===== config.mk =====
export PLATFORM = sky130hd
export DESIGN_NAME = usb_rx_router
export DESIGN_NICKNAME = d
export VERILOG_FILES = /design/src/rtl/usb_rx_router.sv
export SDC_FILE = /design/constraint.sdc
export NUM_CORES = 1
export LEC_CHECK = 0
export ABC_AREA = 1
export BUFFER_PORTS_ARGS = -buffer_cell sky130_fd_sc_hd__buf_2
export CAP_MARGIN = 10
export CORE_ASPECT_RATIO = 1.5
export CORE_MARGIN = 5
export CORE_UTILIZATION = 50
export DETAILED_ROUTE_END_ITERATION = 8
export GPL_ROUTABILITY_DRIVEN = 0
export PLACE_DENSITY_LB_ADDON = 0.1
export SYNTH_ARGS = -nofsm -noshare
export SYNTH_HDL_FRONTEND = slang
export SYNTH_SLANG_ARGS = --single-unit

===== constraint.sdc =====
create_clock -name clk -period 3.6 [get_ports clk]
set_input_delay 0.54 -clock clk [delete_from_list [all_inputs] [get_ports clk]]
set_output_delay 0.54 -clock clk [all_outputs]
set_load 0.02 [all_outputs]

===== src/rtl/usb_rx_router.sv =====
// Receive-side word router: skid-buffers FT601 read words and dispatches them to peripheral FIFOs or the config port.
// Optional build macro: ROUTER_STATS_EN enables the drop_count / word_count statistics counters.
module usb_rx_router #(
  parameter int NUM_PERIPH = 8,
  parameter int SKID_DEPTH = 4
) (
  input  logic                  clk,
  input  logic                  rst,
  input  logic [31:0]           word_in,
  input  logic                  word_valid,
  output logic                  in_full,
  input  logic [NUM_PERIPH-1:0] periph_full,
  output logic [NUM_PERIPH-1:0] periph_wr_en,
  output logic [31:0]           periph_data,
  output logic [31:0]           cfg_data,
  output logic                  cfg_valid,
  input  logic                  cfg_ready,
  output logic                  overflow,
  output logic [15:0]           drop_count,
  output logic [31:0]           word_count
);

  localparam int PW = $clog2(SKID_DEPTH);
  localparam int CW = PW + 1;
  localparam logic [CW-1:0] DEPTH_C  = CW'(SKID_DEPTH);
  localparam logic [CW-1:0] FULL_THR = CW'(SKID_DEPTH - 2);

  localparam logic [1:0] S_IDLE     = 2'd0;
  localparam logic [1:0] S_DISPATCH = 2'd1;
  localparam logic [1:0] S_CFG_WAIT = 2'd2;

  logic [31:0]           r_mem [SKID_DEPTH];
  logic [PW-1:0]         r_wr_ptr;
  logic [PW-1:0]         r_rd_ptr;
  logic [CW-1:0]         r_count;
  logic [1:0]            r_state;
  logic [NUM_PERIPH-1:0] r_periph_wr_en;
  logic [31:0]           r_periph_data;
  logic [31:0]           r_cfg_data;
  logic                  r_cfg_valid;
  logic                  r_overflow;

  logic [31:0]           w_head;
  logic [2:0]            w_addr;
  logic                  w_is_cfg;
  logic                  w_addr_bad;
  logic                  w_dest_full;
  logic [NUM_PERIPH-1:0] w_onehot;
  logic                  w_push;
  logic                  w_active;
  logic                  w_cfg_take;
  logic                  w_drop;
  logic                  w_deliver;
  logic                  w_pop;
  logic                  w_cfg_done;
  logic [CW-1:0]         w_count_next;
  logic [1:0]            w_state_next;

  assign w_head     = r_mem[r_rd_ptr];
  assign w_addr     = w_head[31:29];
  assign w_is_cfg   = w_head[28];
  assign w_addr_bad = ({1'b0, w_addr} >= 4'(NUM_PERIPH));

  // NOTE: every variable assigned in always_comb gets a default first so no latch is inferred.
  always_comb begin
    w_dest_full = 1'b0;
    w_onehot    = '0;
    for (int i = 0; i < NUM_PERIPH; i++) begin
      if (w_addr == 3'(i)) begin
        w_dest_full = periph_full[i];
        w_onehot[i] = 1'b1;
      end
    end
  end

  // A full skid FIFO discards the incoming word; head-of-line blocking keeps ordering intact.
  assign w_push       = word_valid && (r_count != DEPTH_C);
  assign w_active     = (r_state == S_DISPATCH) && (r_count != '0);
  assign w_cfg_take   = w_active && w_is_cfg;
  assign w_drop       = w_active && !w_is_cfg && w_addr_bad;
  assign w_deliver    = w_active && !w_is_cfg && !w_addr_bad && !w_dest_full;
  assign w_pop        = w_cfg_take || w_drop || w_deliver;
  assign w_cfg_done   = (r_state == S_CFG_WAIT) && r_cfg_valid && cfg_ready;
  assign w_count_next = r_count + CW'(w_push) - CW'(w_pop);

  always_comb begin
    w_state_next = r_state;
    case (r_state)
      S_IDLE:     if (r_count != '0) w_state_next = S_DISPATCH;
      S_DISPATCH: begin
        if (w_cfg_take)                w_state_next = S_CFG_WAIT;
        else if (w_count_next == '0)   w_state_next = S_IDLE;
      end
      S_CFG_WAIT: if (w_cfg_done) w_state_next = (r_count != '0) ? S_DISPATCH : S_IDLE;
      default:    w_state_next = S_IDLE;
    endcase
  end

  // NOTE: the skid storage has no reset; the pointers and count alone decide which entries are live.
  always_ff @(posedge clk) begin
    if (w_push) r_mem[r_wr_ptr] <= word_in;
  end

  // NOTE: sequential state uses non-blocking assignments so every flop samples pre-edge values.
  always_ff @(posedge clk) begin
    if (rst) begin
      r_wr_ptr       <= '0;
      r_rd_ptr       <= '0;
      r_count        <= '0;
      r_state        <= S_IDLE;
      r_periph_wr_en <= '0;
      r_periph_data  <= '0;
      r_cfg_data     <= '0;
      r_cfg_valid    <= 1'b0;
      r_overflow     <= 1'b0;
    end else begin
      if (w_push) r_wr_ptr <= r_wr_ptr + 1'b1;
      if (w_pop)  r_rd_ptr <= r_rd_ptr + 1'b1;
      r_count        <= w_count_next;
      r_state        <= w_state_next;
      r_periph_wr_en <= w_deliver ? w_onehot : '0;
      if (w_deliver) r_periph_data <= w_head;
      if (w_cfg_take) begin
        r_cfg_data  <= w_head;
        r_cfg_valid <= 1'b1;
      end else if (w_cfg_done) begin
        r_cfg_valid <= 1'b0;
      end
      if (word_valid && (r_count == DEPTH_C)) r_overflow <= 1'b1;
    end
  end

  assign in_full      = (r_count >= FULL_THR);
  assign periph_wr_en = r_periph_wr_en;
  assign periph_data  = r_periph_data;
  assign cfg_data     = r_cfg_data;
  assign cfg_valid    = r_cfg_valid;
  assign overflow     = r_overflow;

`ifdef ROUTER_STATS_EN
  logic [15:0] r_drop_count;
  logic [31:0] r_word_count;

  always_ff @(posedge clk) begin
    if (rst) begin
      r_drop_count <= '0;
      r_word_count <= '0;
    end else begin
      if (w_drop && (r_drop_count != 16'hFFFF)) r_drop_count <= r_drop_count + 1'b1;
      if (w_deliver || w_cfg_done)              r_word_count <= r_word_count + 1'b1;
    end
  end

  assign drop_count = r_drop_count;
  assign word_count = r_word_count;
`else
  assign drop_count = '0;
  assign word_count = '0;
`endif

endmodule


Yosys cells after proc, flatten, opt, wreduce, memory -nomap -nowiden
Memories as Yosys holds them, arrays and structs flattened. A register that Yosys moved wholly into a read port is not among the register bits.
Cells that the tools add are included.

storage, ports and cells
  memories kept = 1
  word-level logic and storage cells = 76
  RAM bits = 128
  output and inout port bits = 123
  register bits = 83
  bits of input ports = 44

cells by class
  eq/ne operators = 14
  magnitude comparators = 1
  reductions and logical operators = 18
  mux-type cells = 28
  bitwise operators = 1
  $add $sub $neg = 4

memory list
  memory  depth  width  read ports  clocked after memory_dff  write ports  line  RTL
  r_mem   4      32     1           1                         1            32    logic [31:0] r_mem [SKID_DEPTH];

operator list
  kind                 count
  $mux 1               21
  $eq 3x3->1 const B   5
  $mux 2               6
  $logic_and 1x1->1    8
  $eq 3x2->1 const B   2
  $logic_not 3->1      2
  $pmux 2 s3           1
  $add 2x1->2 const B  2
  $ne 2x2->1 const B   2
  $add 3x1->3          1
  $eq 3x1->1 const B   1
  $ge 3x2->1 const B   1
  $ne 3x2->1 const B   1
  $ne 3x3->1 const B   1
  $reduce_and 3->1     1
  $reduce_bool 3->1    1
  $sub 3x1->3          1
  $eq 2x1->1 const B   1
  $eq 2x2->1 const B   1
  $logic_not 1->1      2
  $logic_not 2->1      1
  $reduce_bool 2->1    1
  $reduce_or 2->1      1
  $logic_or 1x1->1     1
  $not 1->1            1

Depth between registers and ports, before layout
  depth in word-level cells = 17
  mapped depth = 20
  gate-level depth less buffers = 19

Worst setup path after synthesis
OpenSTA, ideal clock, no wires.

  path kind = register to register
  start point = register with a tool-made name
  end point = register r_state[0]
  path slack = 0.844 ns
  arrival time = 2.670 ns
  path buffers = 1
  stages on the path, launching flop included = 20
  setup time = 0.086 ns
  data required time = 3.514 ns
  clock period less this slack = 2.756 ns
  cell sequence = dfxtp_1 buf_4 inv_2 nand3_1 nand2_4 inv_4 nand3_2 nand2_1 o21bai_2 nand4_4 nand2_1 ha_1 inv_1 ha_1 inv_1 fa_1 xnor2_1 nand3_1 nand4_1 a211oi_1

RTL lines
  what                    line  RTL
  end signal: assignment  120   r_state <= w_state_next;
  end: declaration        36    logic [1:0] r_state;

==> results.sh <==
export IMPL_start_kind="flop"
export IMPL_wl_um=19900
export IMPL_grt_pass1_vias=5779
export IMPL_post_cts_setup_buffers=0
export IMPL_synthCells=771
export IMPL_final_area_um2=9690
export IMPL_std_cell_rows=58
export IMPL_cts_root_buf="clkbuf_16"
export IMPL_tns_ns=0
export IMPL_drtAntennaViolNets=0
export IMPL_finClkSkew_ns=0.00945
export IMPL_fin_crit_sh_pct=85.5
export IMPL_drc=0
export IMPL_required_ns=3.94
export IMPL_core_um2=16700
export IMPL_drive_above_1_share_pct=24.3
export IMPL_grt_ovfl_total=0
export IMPL_min_delay_path_depth=1
export IMPL_crit_type="reg2reg"
export IMPL_numCtsBuffers=21
export IMPL_htree_num_levels=1
export IMPL_synth_warnings=0
export IMPL_min_path_type="in2reg"
export IMPL_cts_hold_buf=0
export IMPL_drt_pass1_iterations=5
export IMPL_crit_path_max_incr_delay_ns=0.52
export IMPL_cts_resized=0
export IMPL_relSlewSlack_pct=47.8
export IMPL_critPathTopFamily="simple AND/OR/NAND/NOR gates"
export IMPL_drv_slew=0
export IMPL_synth_seq_area_share_pct=65.9
export IMPL_via_per_inst=5.23
export IMPL_cts_tree="built"
export IMPL_die_w_um=116
export IMPL_yosys_top_cells_area="edfxtp_1, dfxtp_1, nand2_1"
export IMPL_crit_chain="inv_2, nand3_1, nand2_4, inv_4, nand3_2, nor2_1, o21bai_2, nand4_4, nand2_1, ha_1, inv_1, ha_1, inv_1, fa_1, xnor2_1, nand3_1, nand4_1, a211oi_1"
export IMPL_insertion_delay_ns=0.49
export IMPL_finalHoldViolations=0
export IMPL_critPathSlowestCell="dfxtp_1"
export IMPL_rsz0062_at_grt="no"
export IMPL_synth_area_leader_cell="edfxtp_1"
export IMPL_clockBufferDepth=3
export IMPL_layout_commonest_cell="edfxtp_1"
export IMPL_nNetsFinal=935
export IMPL_drtIter0Drc=425
export IMPL_grt_usage_pct=20.1
export IMPL_port_buffers=118
export IMPL_dieHeight_um=169
export IMPL_fmax_ghz=0.325
export IMPL_path_depth=18
export IMPL_status="finished, final reports clean"
export IMPL_clock_sinks=213
export IMPL_worstSetupEndpointType="flop"
export IMPL_peakVddDrop_uv=421
export IMPL_post_route_min_period_ns=3.08
export IMPL_worst_pin_slew_ns=0.783
export IMPL_hpwl_um=12600
export IMPL_cts_clk_slew_worst_paths_ns=0.06
export IMPL_synth_top_area_share_pct=45.7
export IMPL_max_cap_violations=0
export IMPL_antenna_cells=0
export IMPL_grt_max_degree=58
export IMPL_leakagePower_nw=3.75
export IMPL_postPlaceCellArea_um2=9010
export IMPL_arrival_ns=3.42
export IMPL_grt_antenna_before_repair=1
export IMPL_ios=167
export IMPL_grt_pass1_wl_um=30900
export IMPL_critPathMaxFanout=9
export IMPL_syn_avg_cell_area_um2=10.9
export IMPL_p_per_area_nw_per_um2=685
export IMPL_syn2layout_area_growth_pct=15.1
export IMPL_synth_area_um2=8420
export IMPL_finalSetupViolations=0
export IMPL_synth_cell_type_count=35
export IMPL_ys_ff_latch=213
export IMPL_reg2reg_depth=18
export IMPL_wl_per_cell_um=18.0
export IMPL_path_buf_inv=4
export IMPL_fp_dieArea_um2=19600
export IMPL_final_cell_mix="edfxtp_1, buf_2, nand2_1"
export IMPL_vias=5795
export IMPL_start_util_pct=50.4
-- registers in the layout, indices dropped and copies added (netlist names), named ones only --
register	count
overflow	1
r_state	2
periph_data	32
r_mem	128
periph_wr_en	8
r_wr_ptr	2
r_rd_ptr	2
r_count	3
cfg_data	32
cfg_valid	1
-- synth_stat cells, drive strengths merged --
cell type / n
inv: 21
o21ai: 74
nand4: 8
o31ai: 2
nor2: 104
o21bai: 2
clkbuf: 28
nand3: 15
xnor2: 1
conb: 1
a21oi: 57
clkinv: 1
o22ai: 29
nand2: 142
edfxtp: 128
a211oi: 1
xor2: 1
nor3: 3
ha: 7
fa: 1
buf: 60
dfxtp: 85
-- stage by stage --
stage          utilization [%]  power (W)  std cells  setup slack, ns  hold slack (ns)
4_1_cts                   58.0    0.00669       1107            0.563            0.246
2_1_floorplan                -    0.00413        818            0.844            0.483
3_3_place_gp              54.0    0.00452       1070            0.674            0.432
3_5_place_dp              54.0    0.00457       1070            0.573            0.434
5_1_grt                   58.0    0.00698       1107            0.225            0.249
6_report                  58.0    0.00663       1107            0.521            0.259
-- final timing paths --
check / from / end / slack (ns)
worst max-delay path: flop / r_state[0] / 0.52
worst min-delay path: word_in[25] / r_mem[0][25] / 0.26
worst max register to register: flop / r_state[0] / 0.52
worst min register to register: periph_data[28] / periph_data[28] / 0.45
-- power breakdown --
group | internal, W | switching (W)
clock network | 0.00124 | 0.000884
registers | 0.00287 | 0.000121
logic | 0.000420 | 0.00110
-- per-layer routing --
metal  GRT usage [%]  vias to the layer above  wire length, µm
met5               0                        -               11
li1                -                     2770                -
met1            24.6                     2809             7990
met3            3.25                       27             1150
met2            36.3                      187            10400
met4            5.65                        2              357
-- kinds of logic after synthesis --
family          share of synthesized area [%]
xor+xnor                                0.208
buf+inv                                  7.62
simple gates                             13.7
flops                                    65.9
other cells                            0.0445
compound gates                           11.2
fa+ha+maj                                1.28
-- area by class of cell --
cell class / count / area (µm²)
clock buffer: 28 / 593
fill: 1408 / 7000
tap: 210 / 263
inverter: 22 / 87.6
multi-input combinational: 495 / 2440
clock inverter: 9 / 80.1
timing repair buffer: 130 / 681
sequential: 213 / 5550
Note: power is estimated with default switching activity, not from simulation.
